## src/rtl/steer_arbiter_pkg.sv

```systemverilog
// steer_arbiter shared package: FSM state encoding, width defaults
// and the round-robin / fixed-priority winner select function.
package steer_arbiter_pkg;

  typedef logic [2:0] state_t;

  localparam state_t IDLE    = 3'd0;
  localparam state_t SELECT  = 3'd1;
  localparam state_t ISSUE   = 3'd2;
  localparam state_t WAIT    = 3'd3;
  localparam state_t RELEASE = 3'd4;

  localparam int ANGLE_W_DEF = 12;
  localparam int MAX_REQ     = 8;

  // Returns {valid, index}. Scans n slots starting at ptr
  // (or at 0 when fixed is set) and keeps the nearest hit.
  function automatic logic [3:0] pick_next(
    input logic [MAX_REQ-1:0] pend,
    input logic [2:0]         ptr,
    input int                 n,
    input logic               fixed
  );
    logic [3:0] res;
    int         base;
    int         idx;
    res  = '0;
    base = fixed ? 0 : int'(ptr);
    for (int k = MAX_REQ - 1; k >= 0; k--) begin
      if (k < n) begin
        idx = (base + k) % n;
        if (pend[idx[2:0]]) begin
          res = {1'b1, idx[2:0]};
        end
      end
    end
    return res;
  endfunction

endpackage

```

## src/rtl/steer_rr_pick.sv

```systemverilog
// steer_rr_pick: combinational winner select for steer_arbiter.
// STEER_ARB_FIXED_PRIO_EN selects lowest-index priority instead of RR.
module steer_rr_pick
  import steer_arbiter_pkg::*;
#(
  parameter int NUM_REQ = 4
) (
  input  logic [NUM_REQ-1:0] pending,
  input  logic [2:0]         rr_ptr,
  output logic [2:0]         winner,
  output logic               valid
);

  logic [MAX_REQ-1:0] pend_ext;
  logic [3:0]         res;
  logic               fixed_prio;

`ifdef STEER_ARB_FIXED_PRIO_EN
  assign fixed_prio = 1'b1;
`else
  assign fixed_prio = 1'b0;
`endif

  // Widen the pending vector to the function's fixed width.
  always_comb begin
    pend_ext              = '0;
    pend_ext[NUM_REQ-1:0] = pending;
  end

  assign res    = pick_next(pend_ext, rr_ptr,
                            NUM_REQ, fixed_prio);
  assign winner = res[2:0];
  assign valid  = res[3];

endmodule

```

## src/rtl/steer_arbiter.sv

```systemverilog
// steer_arbiter: shares one angle controller among NUM_REQ requesters.
// Build macro STEER_ARB_FIXED_PRIO_EN: fixed priority, requester 0 first.
module steer_arbiter
  import steer_arbiter_pkg::*;
#(
  parameter int          NUM_REQ        = 4,
  parameter int          ANGLE_W        = ANGLE_W_DEF,
  parameter int          SETTLE_CYCLES  = 256,
  parameter logic [23:0] TIMEOUT_CYCLES = 24'd10_000_000
) (
  input  logic                       clock,
  input  logic                       reset,
  input  logic [NUM_REQ-1:0]         req,
  input  logic [NUM_REQ*ANGLE_W-1:0] req_angle,
  output logic [NUM_REQ-1:0]         req_done,
  output logic [NUM_REQ-1:0]         req_timeout,
  output logic [NUM_REQ-1:0]         pending,
  output logic                       busy,
  output logic [2:0]                 active_id,
  output logic [NUM_REQ-1:0]         mux_sel,
  output logic [ANGLE_W-1:0]         target_angle,
  output logic                       angle_update,
  input  logic                       angle_done
);

  localparam int SW = $clog2(SETTLE_CYCLES) + 1;
  localparam int TW = $clog2(TIMEOUT_CYCLES) + 1;

  localparam logic [SW-1:0] S_LAST =
    SW'(SETTLE_CYCLES - 1);
  localparam logic [TW-1:0] T_LAST =
    TW'(TIMEOUT_CYCLES - 24'd1);

  state_t state_q;
  state_t state_d;

  logic [ANGLE_W-1:0] abuf [NUM_REQ];
  logic [ANGLE_W-1:0] sel_angle;
  logic [NUM_REQ-1:0] pend_d;
  logic [2:0]         rr_ptr;
  logic [SW-1:0]      scnt;
  logic [TW-1:0]      tcnt;
  logic               armed;
  logic               timed_out;
  logic [2:0]         win;
  logic               win_vld;
  logic               grant;
  logic               complete;
  logic               expire;

  steer_rr_pick #(
    .NUM_REQ (NUM_REQ)
  ) u_pick (
    .pending (pending),
    .rr_ptr  (rr_ptr),
    .winner  (win),
    .valid   (win_vld)
  );

  assign grant    = (state_q == IDLE) && win_vld;
  assign complete = armed && angle_done;
  assign expire   = (tcnt == T_LAST);

  // State register.
  always_ff @(posedge clock) begin
    if (reset) begin
      state_q <= IDLE;
    end else begin
      state_q <= state_d;
    end
  end

  // Next-state decode.
  always_comb begin
    state_d = state_q;
    unique case (state_q)
      IDLE: begin
        if (win_vld) state_d = SELECT;
      end
      SELECT: begin
        if (scnt == S_LAST) state_d = ISSUE;
      end
      ISSUE: begin
        state_d = WAIT;
      end
      WAIT: begin
        if (complete || expire) state_d = RELEASE;
      end
      RELEASE: begin
        state_d = IDLE;
      end
      default: begin
        state_d = IDLE;
      end
    endcase
  end

  // Moore outputs: strobes and completion pulses.
  always_comb begin
    busy         = (state_q != IDLE);
    angle_update = (state_q == ISSUE);
    req_done     = '0;
    req_timeout  = '0;
    if (state_q == RELEASE) begin
      if (timed_out) begin
        req_timeout = NUM_REQ'(1) << active_id;
      end else begin
        req_done = NUM_REQ'(1) << active_id;
      end
    end
  end

  // Pending update: grant clears, a new strobe re-sets.
  always_comb begin
    pend_d = pending;
    if (grant) begin
      pend_d = pend_d & ~(NUM_REQ'(1) << win);
    end
    pend_d = pend_d | req;
  end

  // Buffered angle of the current winner.
  always_comb begin
    sel_angle = '0;
    for (int i = 0; i < NUM_REQ; i++) begin
      if (win == 3'(i)) sel_angle = abuf[i];
    end
  end

  // Request buffers, grant registers, counters and flags.
  always_ff @(posedge clock) begin
    if (reset) begin
      pending      <= '0;
      rr_ptr       <= '0;
      scnt         <= '0;
      tcnt         <= '0;
      armed        <= 1'b0;
      timed_out    <= 1'b0;
      active_id    <= '0;
      mux_sel      <= '0;
      target_angle <= '0;
      for (int i = 0; i < NUM_REQ; i++) begin
        abuf[i] <= '0;
      end
    end else begin
      pending <= pend_d;

      for (int i = 0; i < NUM_REQ; i++) begin
        if (req[i]) begin
          abuf[i] <= req_angle[i*ANGLE_W +: ANGLE_W];
        end
      end

      if (grant) begin
        active_id    <= win;
        mux_sel      <= NUM_REQ'(1) << win;
        target_angle <= sel_angle;
`ifndef STEER_ARB_FIXED_PRIO_EN
        rr_ptr <= (win == 3'(NUM_REQ - 1)) ?
                  3'd0 : win + 3'd1;
`endif
      end

      if (state_q == SELECT) begin
        scnt <= scnt + 1'b1;
      end else begin
        scnt <= '0;
      end

      if (state_q == WAIT) begin
        tcnt <= tcnt + 1'b1;
      end else begin
        tcnt <= '0;
      end

      if (state_q == ISSUE) begin
        armed <= 1'b0;
      end else if (state_q == WAIT && !angle_done) begin
        armed <= 1'b1;
      end

      if (state_q == WAIT) begin
        timed_out <= !complete;
      end

      if (state_q == WAIT && (complete || expire)) begin
        mux_sel <= '0;
      end
    end
  end

endmodule

```

## config.mk

```make
export PLATFORM = sky130hd
export DESIGN_NAME = steer_arbiter
export DESIGN_NICKNAME = d
export VERILOG_FILES = /design/src/rtl/steer_arbiter_pkg.sv /design/src/rtl/steer_rr_pick.sv /design/src/rtl/steer_arbiter.sv
export SDC_FILE = /design/constraint.sdc
export NUM_CORES = 1
export LEC_CHECK = 0
export ABC_AREA = 1
export BUFFER_PORTS_ARGS = -buffer_cell sky130_fd_sc_hd__buf_2
export CELL_PAD_IN_SITES_DETAIL_PLACEMENT = 0
export CELL_PAD_IN_SITES_GLOBAL_PLACEMENT = 1
export CORE_MARGIN = 1
export CORE_UTILIZATION = 41
export CTS_CLUSTER_DIAMETER = 40
export CTS_CLUSTER_SIZE = 16
export DETAILED_ROUTE_END_ITERATION = 7
export GPL_ROUTABILITY_DRIVEN = 0
export PLACE_DENSITY_LB_ADDON = 0.1
export RECOVER_POWER = 25
export SLEW_MARGIN = 30
export SYNTH_ARGS = -nofsm -noshare
export SYNTH_HDL_FRONTEND = slang
export SYNTH_SLANG_ARGS = --single-unit
```

## constraint.sdc

```tcl
create_clock -name clock -period 2.84 [get_ports clock]
set_input_delay 0.284 -clock clock [delete_from_list [all_inputs] [get_ports clock]]
set_output_delay 0.284 -clock clock [all_outputs]
set_load 0.02 [all_outputs]
```

Yosys cells after proc, flatten, opt, wreduce, memory -nomap -nowiden. Memory sizes are Yosys's and may differ from the RTL's. Cells that the tools add are included.

Bitwise gates (word level): 12. Reduce and logical (&&, ||, !) cells: 18. $add $sub $neg: 6. Shift operators: 2. Eq/ne operators: 12. Mux-type cells: 44. Order comparisons: 4.

Operators with widths (count): 12-bit 2-to-1 mux (8); 4-bit 2-to-1 mux (9); 25-bit by 1-bit adder with 25-bit output (second input constant) (1); 25-bit by 24-bit == test with 1-bit output (second input constant) (1); 1-bit 2-to-1 mux (18); 2-bit OR reduction (7); 3-bit by 2-bit == test with 1-bit output (second input constant) (4); 3-bit by 4-bit < comparator with 1-bit output (second input constant) (3); 3-bit one-hot mux with 4 select lines (1); 9-bit by 1-bit adder with 9-bit output (second input constant) (1); 1-bit binary-select mux with 3-bit select (3); 9-bit by 8-bit == test with 1-bit output (second input constant) (1); 3-bit 2-to-1 mux (3); 1-bit by 3-bit << shifter with 4-bit output (first input constant) (2); 3-bit by 1-bit == test with 1-bit output (second input constant) (2); 3-bit zero test (2); 2-bit by 1-bit adder with 2-bit output (second input constant) (2); 2-bit adder (second input constant) (2); 4-bit AND (1); 1-bit logical AND (4); 2-bit by 4-bit < comparator with 1-bit output (second input constant) (1); 2-bit != test (second input constant) (2); 4-bit NOT (1); 1-bit bitwise OR (4); 11 further kinds (15).

Flip-flop bits (word level): 64. Input bits: 55. RAM bits: 48. Word-level logic and storage cells: 109. Output and inout port bits: 33. Memories: 1.

Memories: abuf (words 4, bits a word 12, rd ports 4, clocked after memory_dff 0, write ports 4, RTL line steer_arbiter.sv:37) `logic [ANGLE_W-1:0] abuf [NUM_REQ];`.

Longest topological paths before layout. Gate-level depths: netlist of the first run.

Depth after elaboration: 14. Depth in mapped cells: 22. Depth with buffers taken out: 20.

By module. Synthesis of the first run repeated with hierarchy kept, for this count alone.

Cell total of the unflattened synthesis: 707. Area, all modules: 5536.6 µm².

Modules (own cells, without submodules): steer_arbiter (area each 5312.6 µm², sequential area each 2742.6 µm², times used 1, cells each 659); steer_rr_pick (area each 224.0 µm², sequential area each 0.0 µm², times used 1, cells each 48).

Worst setup path after synthesis of the first run. No wires, ideal clock.

Path type: flip-flop to flip-flop. Start: register pending[1]. End: register target_angle[4]. Arrival: 2147 ps. Library setup time: 113 ps. Buffers on the path: 1. Path slack: 580 ps. Period minus slack after synthesis: 2260 ps. Cell stages (with the launch flop): 20. Data required time: 2727 ps. Cells stage by stage: dfxtp_1 > inv_1 > nand2_1 > nand3_1 > inv_1 > nor2_1 > o21ai_0 > nand2_1 > nand2_1 > inv_1 > ha_1 > buf_1 > a21oi_1 > nand2_1 > o21ai_0 > nand2_1 > o21ai_1 > nand2_2 > nand2_1 > nor2_1.

Cells in the longest elaborated chain, start to end: 11. Elaborated cells between the ends (all ways): 21. Classes of those cells: eq/ne (3); mux (16); reduce/logical (2).

Ends and longest elaborated chain: from (decl) (RTL line steer_arbiter.sv:17) `output logic [NUM_REQ-1:0] pending,`; from (signal assigned) (RTL line steer_arbiter.sv:146) `pending <= pend_d;`; 1-bit binary-select mux with 3-bit select (RTL line steer_arbiter_pkg.sv:32) `if (pend[idx[2:0]]) begin`; 1-bit 2-to-1 mux (not written as such) (RTL line steer_arbiter_pkg.sv:32); 4-bit 2-to-1 mux (3 in a row) (RTL line steer_arbiter_pkg.sv:32); 4-bit 2-to-1 mux (*) (RTL line steer_arbiter_pkg.sv:32); net u_pick.res[1] (RTL line steer_rr_pick.sv:15) `logic [3:0] res;`; 3-bit zero test (RTL line steer_arbiter.sv:126) `if (win == 3'(i)) sel_angle = abuf[i];`; 12-bit 2-to-1 mux (3 in a row) (RTL line steer_arbiter.sv:126); 12-bit 2-to-1 mux (*) (RTL line steer_arbiter.sv:126); to (signal assigned) (RTL line steer_arbiter.sv:157) `target_angle <= sel_angle;`; to (decl) (RTL line steer_arbiter.sv:21) `output logic [ANGLE_W-1:0] target_angle,`.

The timed path passes the listed nets; every way through them passes the cells marked *. The select of a mux whose other input is x is not followed. A chain may end at the register's enable or synchronous reset.

Final worst setup path of the first run.
Start: register rr_ptr[0]. End: register target_angle[5].

Cells in the longest elaborated chain, start to end: 14. Elaborated cells between the ends (all ways): 30. Classes of those cells: add/sub (3); eq/ne (3); mux (16); bitwise (3); reduce/logical (5).

Ends and longest elaborated chain: from (decl) (RTL line steer_arbiter.sv:40) `logic [2:0] rr_ptr;`; from (signal assigned) (RTL line steer_arbiter.sv:159) `rr_ptr <= (win == 3'(NUM_REQ - 1)) ?`; 2-bit adder (RTL line steer_arbiter_pkg.sv:31) `idx = (base + k) % n;`; 2-bit OR reduction (no source line); 1-bit AND (no source line); 1-bit binary-select mux with 3-bit select (RTL line steer_arbiter_pkg.sv:32); 1-bit 2-to-1 mux (not written as such) (RTL line steer_arbiter_pkg.sv:32); 4-bit 2-to-1 mux (3 in a row) (RTL line steer_arbiter_pkg.sv:32); 4-bit 2-to-1 mux (*) (RTL line steer_arbiter_pkg.sv:32); net u_pick.res[1] (RTL line steer_rr_pick.sv:15); 3-bit zero test (RTL line steer_arbiter.sv:126); 12-bit 2-to-1 mux (3 in a row) (RTL line steer_arbiter.sv:126); 12-bit 2-to-1 mux (*) (RTL line steer_arbiter.sv:126).

Marked as above.

==> results of run 1 <==
==> timing repair <==
| item | in CTS | in global routing |
|---|---|---|
| setup endpoints to repair | 12 | 12 |
| endpoints found under the hold margin | 0 | 0 |
| gates resized for setup | 1 | 6 |
==> worst register-to-register path, stage by stage, from the launching register on <==
cell and delay (ps):
dfxtp_4 420, inv_8 60, nand2_2 60, nand2_2 60
nand2_2 80, nand3_2 90, o21ai_0 160, nand2_1 70
nand2_1 150, inv_1 90, ha_1 280, buf_4 200
a21oi_1 130, nand2_1 80, o21ai_0 90, nand2_1 80
o21ai_1 150, nand2_2 80, nand2_1 80, nor2_1 50
==> per-layer routing <==
layer,GRT usage,routed length (µm),up-vias,part of all wire
met1,0.236,5740,1969,0.47
li1,-,-,2328,-
met4,0.0532,158,0,0.013
met3,0.0498,374,10,0.031
met5,0,0,-,0
met2,0.334,5830,74,0.48
==> how the worst max path moves through the flow <==
stage                           end  slack, ps  cells past startpoint
finish              target_angle[5]        280                     19
global route        target_angle[5]         20                     19
CTS                 target_angle[5]         90                     19
detailed placement  target_angle[9]        -90                     19
global placement    target_angle[5]          3                     19
floorplan           target_angle[4]        580                     19
==> metrics by stage <==
| stage | power, mW | TNS (ps) |
|---|---|---|
| 3_5_place_dp | 4.69 | -437 |
| 6_report | 5.83 | 0 |
| 5_1_grt | 6.34 | 0 |
| 2_1_floorplan | 4.11 | 0 |
| 4_1_cts | 5.88 | 0 |
| 3_3_place_gp | 4.68 | 0 |
==> cell type report <==
class,instances,area (µm²)
clock buffers,10,229
clock inverters,6,36.3
fillers,1322,6490
inverters,109,419
multi-input cells,457,2160
flip-flops and latches,111,2710
well taps,172,215
repair buffers,90,459
==> cell usage after synthesis (all sizes together) <==
| master | n |
|---|---|
| nand2 | 170 |
| nor2 | 136 |
| inv | 108 |
| dfxtp | 63 |
| edfxtp | 48 |
| a21oi | 40 |
| o21ai | 39 |
| nand3 | 31 |
| buf | 11 |
| nor3 | 9 |
| clkbuf | 8 |
| ha | 8 |
| or2 | 8 |
| nand4 | 4 |
| xor2 | 4 |
| nor3b | 3 |
| a31oi | 1 |
| and3 | 1 |
| clkinv | 1 |
| conb | 1 |
| o21a | 1 |
| xnor2 | 1 |
==> cell families after synthesis <==
| logic type | count (synthesis) |
|---|---|
| AO/OA/AOI/OAI | 81 |
| XOR/XNOR | 5 |
| adder cells (fa/ha/maj) | 8 |
| buffers and inverters | 128 |
| flip-flops | 111 |
| other | 1 |
| AND/OR/NAND/NOR | 362 |
==> state kept, by name, summed over array words and instances, names as in the netlist <==
name / count
active_id: 2
armed: 1
pending: 4
target_angle: 12
abuf: 48
mux_sel: 4
tcnt: 25
state_q: 3
scnt: 9
timed_out: 1
rr_ptr: 2
==> power by group through the flow <==
stage	Combinational, mW	Sequential, mW	Clock (mW)
2_1_floorplan	1.97	2.14	0
6_report	2.65	2.02	1.16
4_1_cts	2.66	2.02	1.20
3_3_place_gp	2.62	2.05	0
3_5_place_dp	2.64	2.05	0
5_1_grt	3.04	2.05	1.25
==> out/summary.txt, run 1 <==
Initial DRC Count = 248
Num Clock Sinks = 111
Period minus WS final = 2560 ps
Clk Latency, worst-skew pair = 350 ps
Avg Cell Area, Syn = 7.75 µm²
final std cells w/o fill = 955
antenna diode count = 0
Seq/Total Area, Yosys = 0.501
IO Pins = 88
# placed instances = 939
Vert. Die Dim = 117 µm
commonest non-fill, non-tap cell in the layout = nand2_1
Clock Skew = 11.6 ps
Synth area leader = edfxtp_1
Final Hold Fails = 0
Clock Tree Buf Depth = 2
Initial Util = 0.424
Final #Nets = 841
status = completed
Max-Slew Margin vs Limit = 0.430
All-Layer GR Usage = 0.193
area fraction of the dominant cell type after synthesis = 0.267
worst-case reg-to-reg path depth = 19
CP startpoint kind = flip-flop
CP arrival = 2810 ps
TritonRoute pass-1 iters = 5
Hold Crit Class = in2reg
Clk pin slew, worst setup/hold paths = 70 ps
reg2reg end = target_angle[5]
Cell Rows = 41
grt ovf = 0
Core ar. = 12700 µm²
Sw Share = 0.427
maximum net fanout on the critical path = 9
Total Wirelength = 12100 µm
FF-to-FF setup slack = 280 ps
die width = 117 µm
DR vias/cell = 4.59
Detailed Place HPWL = 9340 µm
fraction of layout cells with a size suffix above 1 = 0.197
Synth area leaders = edfxtp_1 (27%), dfxtp_1 (23%), nand2_1 (10%)
Slew @ Worst Pin = 855 ps
P_sw = 2.49 mW
Yosys warnings = 0
combinational family with the most area after synthesis = simple AND/OR/NAND/NOR gates
Vias = 4381
Int Pwr = 3.34 mW
slowest stage delay, CP = 420 ps
pins over their slew limit = 0
period utilisation layout = 0.901
IO buf count = 86
Buf+Inv Stages, Crit Path = 3
Sequential Power Share = 0.347
CP most frequent cell = nand2_1
post-synthesis mux area share = 0
Finished Cell Area = 6230 µm²
Worst Setup End Kind = flip-flop
wire per inst = 12.7 µm
Root Driver = clkbuf_16
WHS = 229 ps
antenna violations before repair = 0
Yosys cell types = 38
vias in the first global route = 4164
Critical path origin = rr_ptr[0]
Placed Area = 5950 µm²
pre-CTS setup slack = -94.2 ps
postcts setup bufs = 0
most frequent cells in the layout = nand2_1 (145), nor2_1 (129), inv_1 (100)
Syn Std Cell Area = 5390 µm²
Synth Instances = 696
CP cell instances = inv_8 -> nand2_2 -> nand2_2 -> nand2_2 -> nand3_2 -> o21ai_0 -> nand2_1 -> nand2_1 -> inv_1 -> ha_1 -> buf_4 -> a21oi_1 -> nand2_1 -> o21ai_0 -> nand2_1 -> o21ai_1 -> nand2_2 -> nand2_1 -> nor2_1
area share of and/or/nand/nor cells after synthesis = 0.296
f_max = 391 MHz
Synth Area in XOR/XNOR = 0.00812
Routed Antenna Nets = 0
worst hold stages = 3
CTS tree = built
Synth Register Bits = 111
die area = 13600 µm²
RSZ-0062 raised after global routing = no
PD cells = 937 nW/µm²
Logic pwr share = 0.454
Leak = 2.89 nW
peak supply drop = 0.367 mV
final setup violation count = 0
CP Data Required Time = 3090 ps
Clock H-tree levels = 3
Crit path max-delay family = simple AND/OR/NAND/NOR gates
CP Class = reg2reg
Post-Synth Adder-Cell Area = 0.0186
min-delay src = req_angle[45]
Finished Core Util = 0.489
Max-cap violations = 0
slowest library cell on the worst path = dfxtp_4
post-synthesis compound-gate area fraction = 0.0759
detailed-route DRC error count = 0
largest net degree at the start of global routing = 32
Clock Power Share = 0.198
P&R area growth vs syn = 15.4%
Final WS setup = 281 ps
Mapped Nets = 759
hold buffers post-CTS = 0
first-pass GRT wire length = 19700 µm
r2r startpoint = rr_ptr[0]
worst hold endpoint = abuf[3][9]
TritonCTS Buffers = 9
Note: power is estimated with default switching activity, not from simulation.
==> run 2: changes to the inputs <==
--- a/config.mk
+++ b/config.mk
@@ -5,12 +5,12 @@
 export SDC_FILE = /design/constraint.sdc
 export NUM_CORES = 1
 export LEC_CHECK = 0
-export ABC_AREA = 1
+export ABC_CLOCK_PERIOD_IN_PS = 2840
 export BUFFER_PORTS_ARGS = -buffer_cell sky130_fd_sc_hd__buf_2
 export CELL_PAD_IN_SITES_DETAIL_PLACEMENT = 0
 export CELL_PAD_IN_SITES_GLOBAL_PLACEMENT = 1
 export CORE_MARGIN = 1
-export CORE_UTILIZATION = 41
+export CORE_UTILIZATION = 43
 export CTS_CLUSTER_DIAMETER = 40
 export CTS_CLUSTER_SIZE = 16
 export DETAILED_ROUTE_END_ITERATION = 7
==> out/summary.txt, run 2 <==
Yosys cell types = 57 (was 38)
period utilisation layout = 0.894 (was 0.901)
Max-cap violations = 0 (unchanged)
Seq/Total Area, Yosys = 0.526 (was 0.501)
Int Pwr = 2.73 mW (was 3.34 mW)
register with the most flip-flops = abuf (unchanged)
top flop regs = abuf: 48 flops, tcnt: 25 flops, target_angle: 12 flops (unchanged)
Initial DRC Count = 298 (was 248)
Total Wirelength = 11800 µm (was 12100 µm)
r2r startpoint = pending[0] (was rr_ptr[0])
pins over their slew limit = 0 (unchanged)
Synth Register Bits = 111 (unchanged)
antenna violations before repair = 0 (unchanged)
Logic pwr share = 0.165 (was 0.454)
die width = 111 µm (was 117 µm)
CTS tree = built (unchanged)
area occupied by registers = 2700 µm² (was 2710 µm²)
area of the multi-input gates = 2200 µm² (was 2160 µm²)
Period minus WS final = 2540 ps (was 2560 ps)
die area = 12400 µm² (was 13600 µm²)
P_sw = 1.04 mW (was 2.49 mW)
Final Hold Fails = 0 (unchanged)
antenna diode count = 0 (unchanged)
TritonCTS Buffers = 9 (unchanged)
grt ovf = 0 (unchanged)
met1 wire length = 6280 µm (was 5740 µm)
Clock Power Share = 0.338 (was 0.198)
status = finished with violations (was completed)
wire per inst = 16.2 µm (was 12.7 µm)
WL met3 = 567 µm (was 374 µm)
WHS = 180 ps (was 229 ps)
Sequential Power Share = 0.498 (was 0.347)
commonest non-fill, non-tap cell in the layout = buf_2 (was nand2_1)
EDFF count, synth = 48 (unchanged)
Commonest cells post-synth = dfxtp_1 (63), and2_1 (51), nor2_1 (51) (was nand2_1 (145), nor2_1 (130), inv_1 (99))
hold buffers post-CTS = 0 (unchanged)
fraction of registers with async set/reset = 0 (unchanged)
Leak = 2.39 nW (was 2.89 nW)
Slew @ Worst Pin = 1140 ps (was 855 ps)
Synth Instances = 509 (was 696)
Mapped Nets = 572 (was 759)
Sw Share = 0.276 (was 0.427)
final setup violation count = 0 (unchanged)
failing checks = design-rule violations
Cell Rows = 39 (was 41)
CP arrival = 2730 ps (was 2810 ps)
Worst Setup End Kind = flip-flop (unchanged)
Critical path origin = pending[0] (was rr_ptr[0])
peak supply drop = 0.308 mV (was 0.367 mV)
post-CTS sizing = 0 (was 1)
f_max = 394 MHz (was 391 MHz)
Yosys warnings = 0 (unchanged)
vias in the first global route = 3670 (was 4164)
maximum net fanout on the critical path = 20 (was 9)
Detailed Place HPWL = 8610 µm (was 9340 µm)
setup TNS = 0 ps (unchanged)
Avg Cell Area, Syn = 10.1 µm² (was 7.75 µm²)
P&R area growth vs syn = 15.6% (was 15.4%)
predominant post-synthesis flop cell = dfxtp_1 (unchanged)
final std cells w/o fill = 730 (was 955)
CP startpoint kind = flip-flop (unchanged)
fraction of layout cells with a size suffix above 1 = 0.227 (was 0.197)
Clk pin slew, worst setup/hold paths = 70 ps (about the same)
Num Clock Sinks = 111 (unchanged)
Final WS setup = 302 ps (was 281 ps)
Hold Crit Class = in2reg (unchanged)
DR vias/cell = 5.33 (was 4.59)
most frequent cells in the layout = buf_2 (85), dfxtp_1 (63), nor2_1 (51), and2_1 (51), edfxtp_1 (48) (was nand2_1 (145), nor2_1 (129), inv_1 (100))
Vias = 3894 (was 4381)
Largest register FFs = 48 (unchanged)
Final #Nets = 645 (was 841)
Syn Std Cell Area = 5140 µm² (was 5390 µm²)
CP Data Required Time = 3030 ps (was 3090 ps)
postcts setup bufs = 0 (unchanged)
# placed instances = 714 (was 939)
Vert. Die Dim = 111 µm (was 117 µm)
TritonRoute pass-1 iters = 7 (was 5)
FILL cells = 1075 (was 1322)
Initial Util = 0.447 (was 0.424)
Clock H-tree levels = 3 (unchanged)
top sig layer = met4 (unchanged)
Synth area leader = edfxtp_1 (unchanged)
pre-CTS setup slack = 370 ps (was -94.2 ps)
PD cells = 633 nW/µm² (was 937 nW/µm²)
cell with the most instances after synthesis = dfxtp_1 (was nand2_1)
All-Layer GR Usage = 0.205 (was 0.193)
first-pass GRT wire length = 19600 µm (was 19700 µm)
IO Pins = 88 (unchanged)
Clock Skew = 10.7 ps (was 11.6 ps)
detailed-route DRC error count = 16 (was 0)
CP Class = reg2reg (unchanged)
Routed Antenna Nets = 0 (unchanged)
Core ar. = 11500 µm² (was 12700 µm²)
Clk Latency, worst-skew pair = 360 ps (was 350 ps)
RSZ-0062 raised after global routing = no (unchanged)
IO buf count = 86 (unchanged)
min-delay src = req[2] (was req_angle[45])
Synth area leaders = edfxtp_1 (28%), dfxtp_1 (25%), and2_1 (6.2%) (was edfxtp_1 (27%), dfxtp_1 (23%), nand2_1 (10%))
area fraction of the dominant cell type after synthesis = 0.280 (was 0.267)
metal2 WL = 4790 µm (was 5830 µm)
Root Driver = clkbuf_16 (unchanged)
Clock Tree Buf Depth = 2 (unchanged)
largest net degree at the start of global routing = 25 (was 32)
Max-Slew Margin vs Limit = 0.238 (was 0.430)
==> run 2: cell count changes after synthesis, sizes merged, moves of 17 or more <==
cell	previous run	this run
o21ai	39	3
inv	108	21
nor3	9	26
nor2	136	61
and2	0	52
nand2	170	27
==> run 2: layer usage <==
metal / vias to the layer above / GRT usage
li1: 1951 / -
met1: 1817 / 0.319
met2: 114 / 0.272
met3: 12 / 0.0397
met4: 0 / 0.0928
met5: - / 0
==> run 2: kinds of logic after synthesis <==
group,count (synthesis),share of synthesized area
other,1,0.000729
xor gates and xnor gates,18,0.0307
buffers and inverters,53,0.0467
muxes,8,0.0158
DFF,111,0.526
AOI/OAI and AO/OA,75,0.105
and+or+nand+nor,235,0.256
adders and majority gates,8,0.0195
==> run 2: path summary, 6_finish.rpt <==
path	to	slack (ps)	depth (start not counted)
max	target_angle[8]	300	8
min	pending[2]	180	3
max reg2reg	target_angle[8]	300	8
min reg2reg	tcnt[0]	460	1
==> run 2: power by group through the flow <==
stage	sequential, mW	combinational [mW]	clock, mW
2_1_floorplan	1.93	0.398	0
3_3_place_gp	1.91	0.607	0
3_5_place_dp	1.91	0.617	0
4_1_cts	1.87	0.622	1.30
5_1_grt	1.89	0.686	1.37
6_report	1.87	0.619	1.27
==> run 2: worst max-delay path: stages, from the launching register on <==
cell	delay, ps
dfxtp_1	450
a21oi_1	100
o21a_1	190
o22ai_1	330
inv_1	130
ha_1	450
a221o_1	370
a221oi_1	260
nor3_1	90
==> run 2: final cells by class <==
type                       instances  share of cell area
sequential                       111               0.455
timing repair buffer              94              0.0823
inverter                          21              0.0133
clock buffer                       9              0.0379
clock inverter                     7              0.0118
tap                              143              0.0301
multi-input combinational        345               0.370
==> run 2: stage by stage <==
step / cell area (µm²) / power, mW / utilization
finish: 5940 / 3.76 / 0.516
detailed placement: 5650 / 2.53 / 0.491
global route: 5940 / 3.95 / 0.516
floorplan: 5140 / 2.33 / -
CTS: 5950 / 3.80 / 0.516
global placement: 5650 / 2.51 / 0.491
==> run 3: changes to the inputs <==
--- a/config.mk
+++ b/config.mk
@@ -10,7 +10,7 @@
 export CELL_PAD_IN_SITES_DETAIL_PLACEMENT = 0
 export CELL_PAD_IN_SITES_GLOBAL_PLACEMENT = 1
 export CORE_MARGIN = 1
-export CORE_UTILIZATION = 43
+export CORE_UTILIZATION = 25
 export CTS_CLUSTER_DIAMETER = 40
 export CTS_CLUSTER_SIZE = 16
 export DETAILED_ROUTE_END_ITERATION = 7
==> out/summary.txt, run 3 (synthesis gave the netlist of run 2 again) <==
f_max = 397 MHz (was 394 MHz)
final std cells w/o fill = 854 (was 730)
Num Clock Sinks = 111 (unchanged)
r2r startpoint = rr_ptr[1] (was pending[0])
PD cells = 632 nW/µm² (was 633 nW/µm²)
Max-Slew Margin vs Limit = 0.338 (was 0.238)
Placed Area = 5790 µm² (was 5650 µm²)
Cell Rows = 52 (was 39)
first-pass GRT wire length = 22000 µm (was 19600 µm)
Initial Util = 0.255 (was 0.447)
most frequent cells in the layout = buf_2 (85), dfxtp_1 (63), nor2_1 (51), and2_1 (51), edfxtp_1 (48) (unchanged)
CP Class = reg2reg (unchanged)
Finished Cell Area = 6090 µm² (was 5940 µm²)
Slew @ Worst Pin = 993 ps (was 1140 ps)
IO buf count = 86 (unchanged)
min-delay src = req[3] (was req[2])
# placed instances = 838 (was 714)
DR vias/cell = 4.56 (was 5.33)
Hold Crit Class = in2reg (unchanged)
P&R area growth vs syn = 18.5% (was 15.6%)
Vert. Die Dim = 145 µm (was 111 µm)
vias in the first global route = 3739 (was 3670)
Initial DRC Count = 250 (was 298)
die area = 21100 µm² (was 12400 µm²)
detailed-route DRC error count = 0 (was 16)
Total Wirelength = 14100 µm (was 11800 µm)
Clock Skew = 10.9 ps (was 10.7 ps)
CTS tree = built (unchanged)
grt ovf = 0 (unchanged)
antenna violations before repair = 1 (was 0)
Largest register FFs = 48 (unchanged)
Max-cap violations = 0 (unchanged)
die width = 145 µm (was 111 µm)
final setup violation count = 0 (unchanged)
TritonCTS Buffers = 9 (unchanged)
commonest non-fill, non-tap cell in the layout = buf_2 (unchanged)
status = completed (was finished with violations)
peak supply drop = 0.298 mV (was 0.308 mV)
largest net degree at the start of global routing = 27 (was 25)
IO Pins = 88 (unchanged)
Clk Latency, worst-skew pair = 360 ps (about the same)
Leak = 2.38 nW (was 2.39 nW)
top flop regs = abuf: 48 flops, tcnt: 25 flops, target_angle: 12 flops (unchanged)
setup TNS = 0 ps (unchanged)
Final Hold Fails = 0 (unchanged)
register with the most flip-flops = abuf (unchanged)
worst hold stages = 3 (unchanged)
Detailed Place HPWL = 10500 µm (was 8610 µm)
fraction of layout cells with a size suffix above 1 = 0.224 (was 0.227)
Period minus WS final = 2520 ps (was 2540 ps)
TritonRoute pass-1 iters = 4 (was 7)
CP Data Required Time = 3050 ps (was 3030 ps)
FF-to-FF setup slack = 320 ps (was 300 ps)
Vias = 3891 (was 3894)
Root Driver = clkbuf_16 (unchanged)
Clk pin slew, worst setup/hold paths = 70 ps (about the same)
Clock H-tree levels = 3 (unchanged)
All-Layer GR Usage = 0.137 (was 0.205)
Core ar. = 20200 µm² (was 11500 µm²)
pins over their slew limit = 0 (unchanged)
antenna diode count = 0 (unchanged)
reg2reg end = target_angle[1] (was target_angle[8])
Worst Setup End Kind = flip-flop (unchanged)
Final #Nets = 642 (was 645)
CP arrival = 2730 ps (about the same)
CP startpoint kind = flip-flop (unchanged)
maximum net fanout on the critical path = 12 (was 20)
RSZ-0062 raised after global routing = no (unchanged)
Power, Total = 3.85 mW (was 3.76 mW)
Clock Tree Buf Depth = 2 (unchanged)
wire per inst = 16.6 µm (was 16.2 µm)
FILL cells = 2126 (was 1075)
WHS = 173 ps (was 180 ps)
worst hold endpoint = pending[3] (was pending[2])
worst-case reg-to-reg path depth = 9 (was 8)
Routed Antenna Nets = 0 (unchanged)
period utilisation layout = 0.888 (was 0.894)
[run 3: where the power goes]
part / total, mW / switching, mW / internal [mW] / leakage, nW
registers: 1.88 / 0.0965 / 1.79 / 1.03
clock network: 1.35 / 0.641 / 0.705 / 0.149
logic: 0.620 / 0.377 / 0.243 / 1.20
[run 3: routing by layer]
metal	vias up	wire length, µm	global-route usage
li1	1950	-	-
met1	1814	7360	0.204
met2	109	5700	0.184
met3	18	756	0.0320
met4	0	326	0.0600
met5	-	0	0
[run 3: cell type report]
class                           count  area, µm²  share of cell area
Timing Repair Buffer               91        459              0.0754
Multi-Input combinational cell    345       2200               0.362
Tap cell                          270        338              0.0555
Inverter                           21       78.8              0.0129
Clock buffer                        9        225              0.0370
Sequential cell                   111       2700               0.444
Clock inverter                      7       83.8              0.0138
[run 3: timing repair]
item                                    CTS  global route
hold buffers                              0             0
endpoints found under the setup margin    0             2
setup buffers                             0             0
resized for setup                         0             1
[run 3: worst max path at each step]
stage | slack, ps | from | to | cells after the start
floorplan | 340 | rr_ptr[1] | target_angle[10] | 11
global placement | 350 | rr_ptr[1] | target_angle[6] | 8
detailed placement | 220 | pending[0] | target_angle[10] | 8
CTS | 200 | pending[0] | target_angle[10] | 8
global route | 120 | rr_ptr[1] | target_angle[8] | 9
finish | 320 | rr_ptr[1] | target_angle[1] | 9
[run 3: through the flow]
stage | util | setup slack [ps]
after CTS | 0.302 | 196
after global placement | 0.287 | 347
after global routing | 0.302 | 120
after detailed placement | 0.287 | 220
final | 0.302 | 319
after floorplan | - | 341
[run 3: critical path, cell delays in order (launching register included)]
cell and delay, ps:
dfxtp_1 460, mux2i_1 230, nor2_1 50, or3_1 440
inv_1 150, ha_1 200, nor2b_2 130, a221o_1 330
a221oi_1 290, nor3_1 80
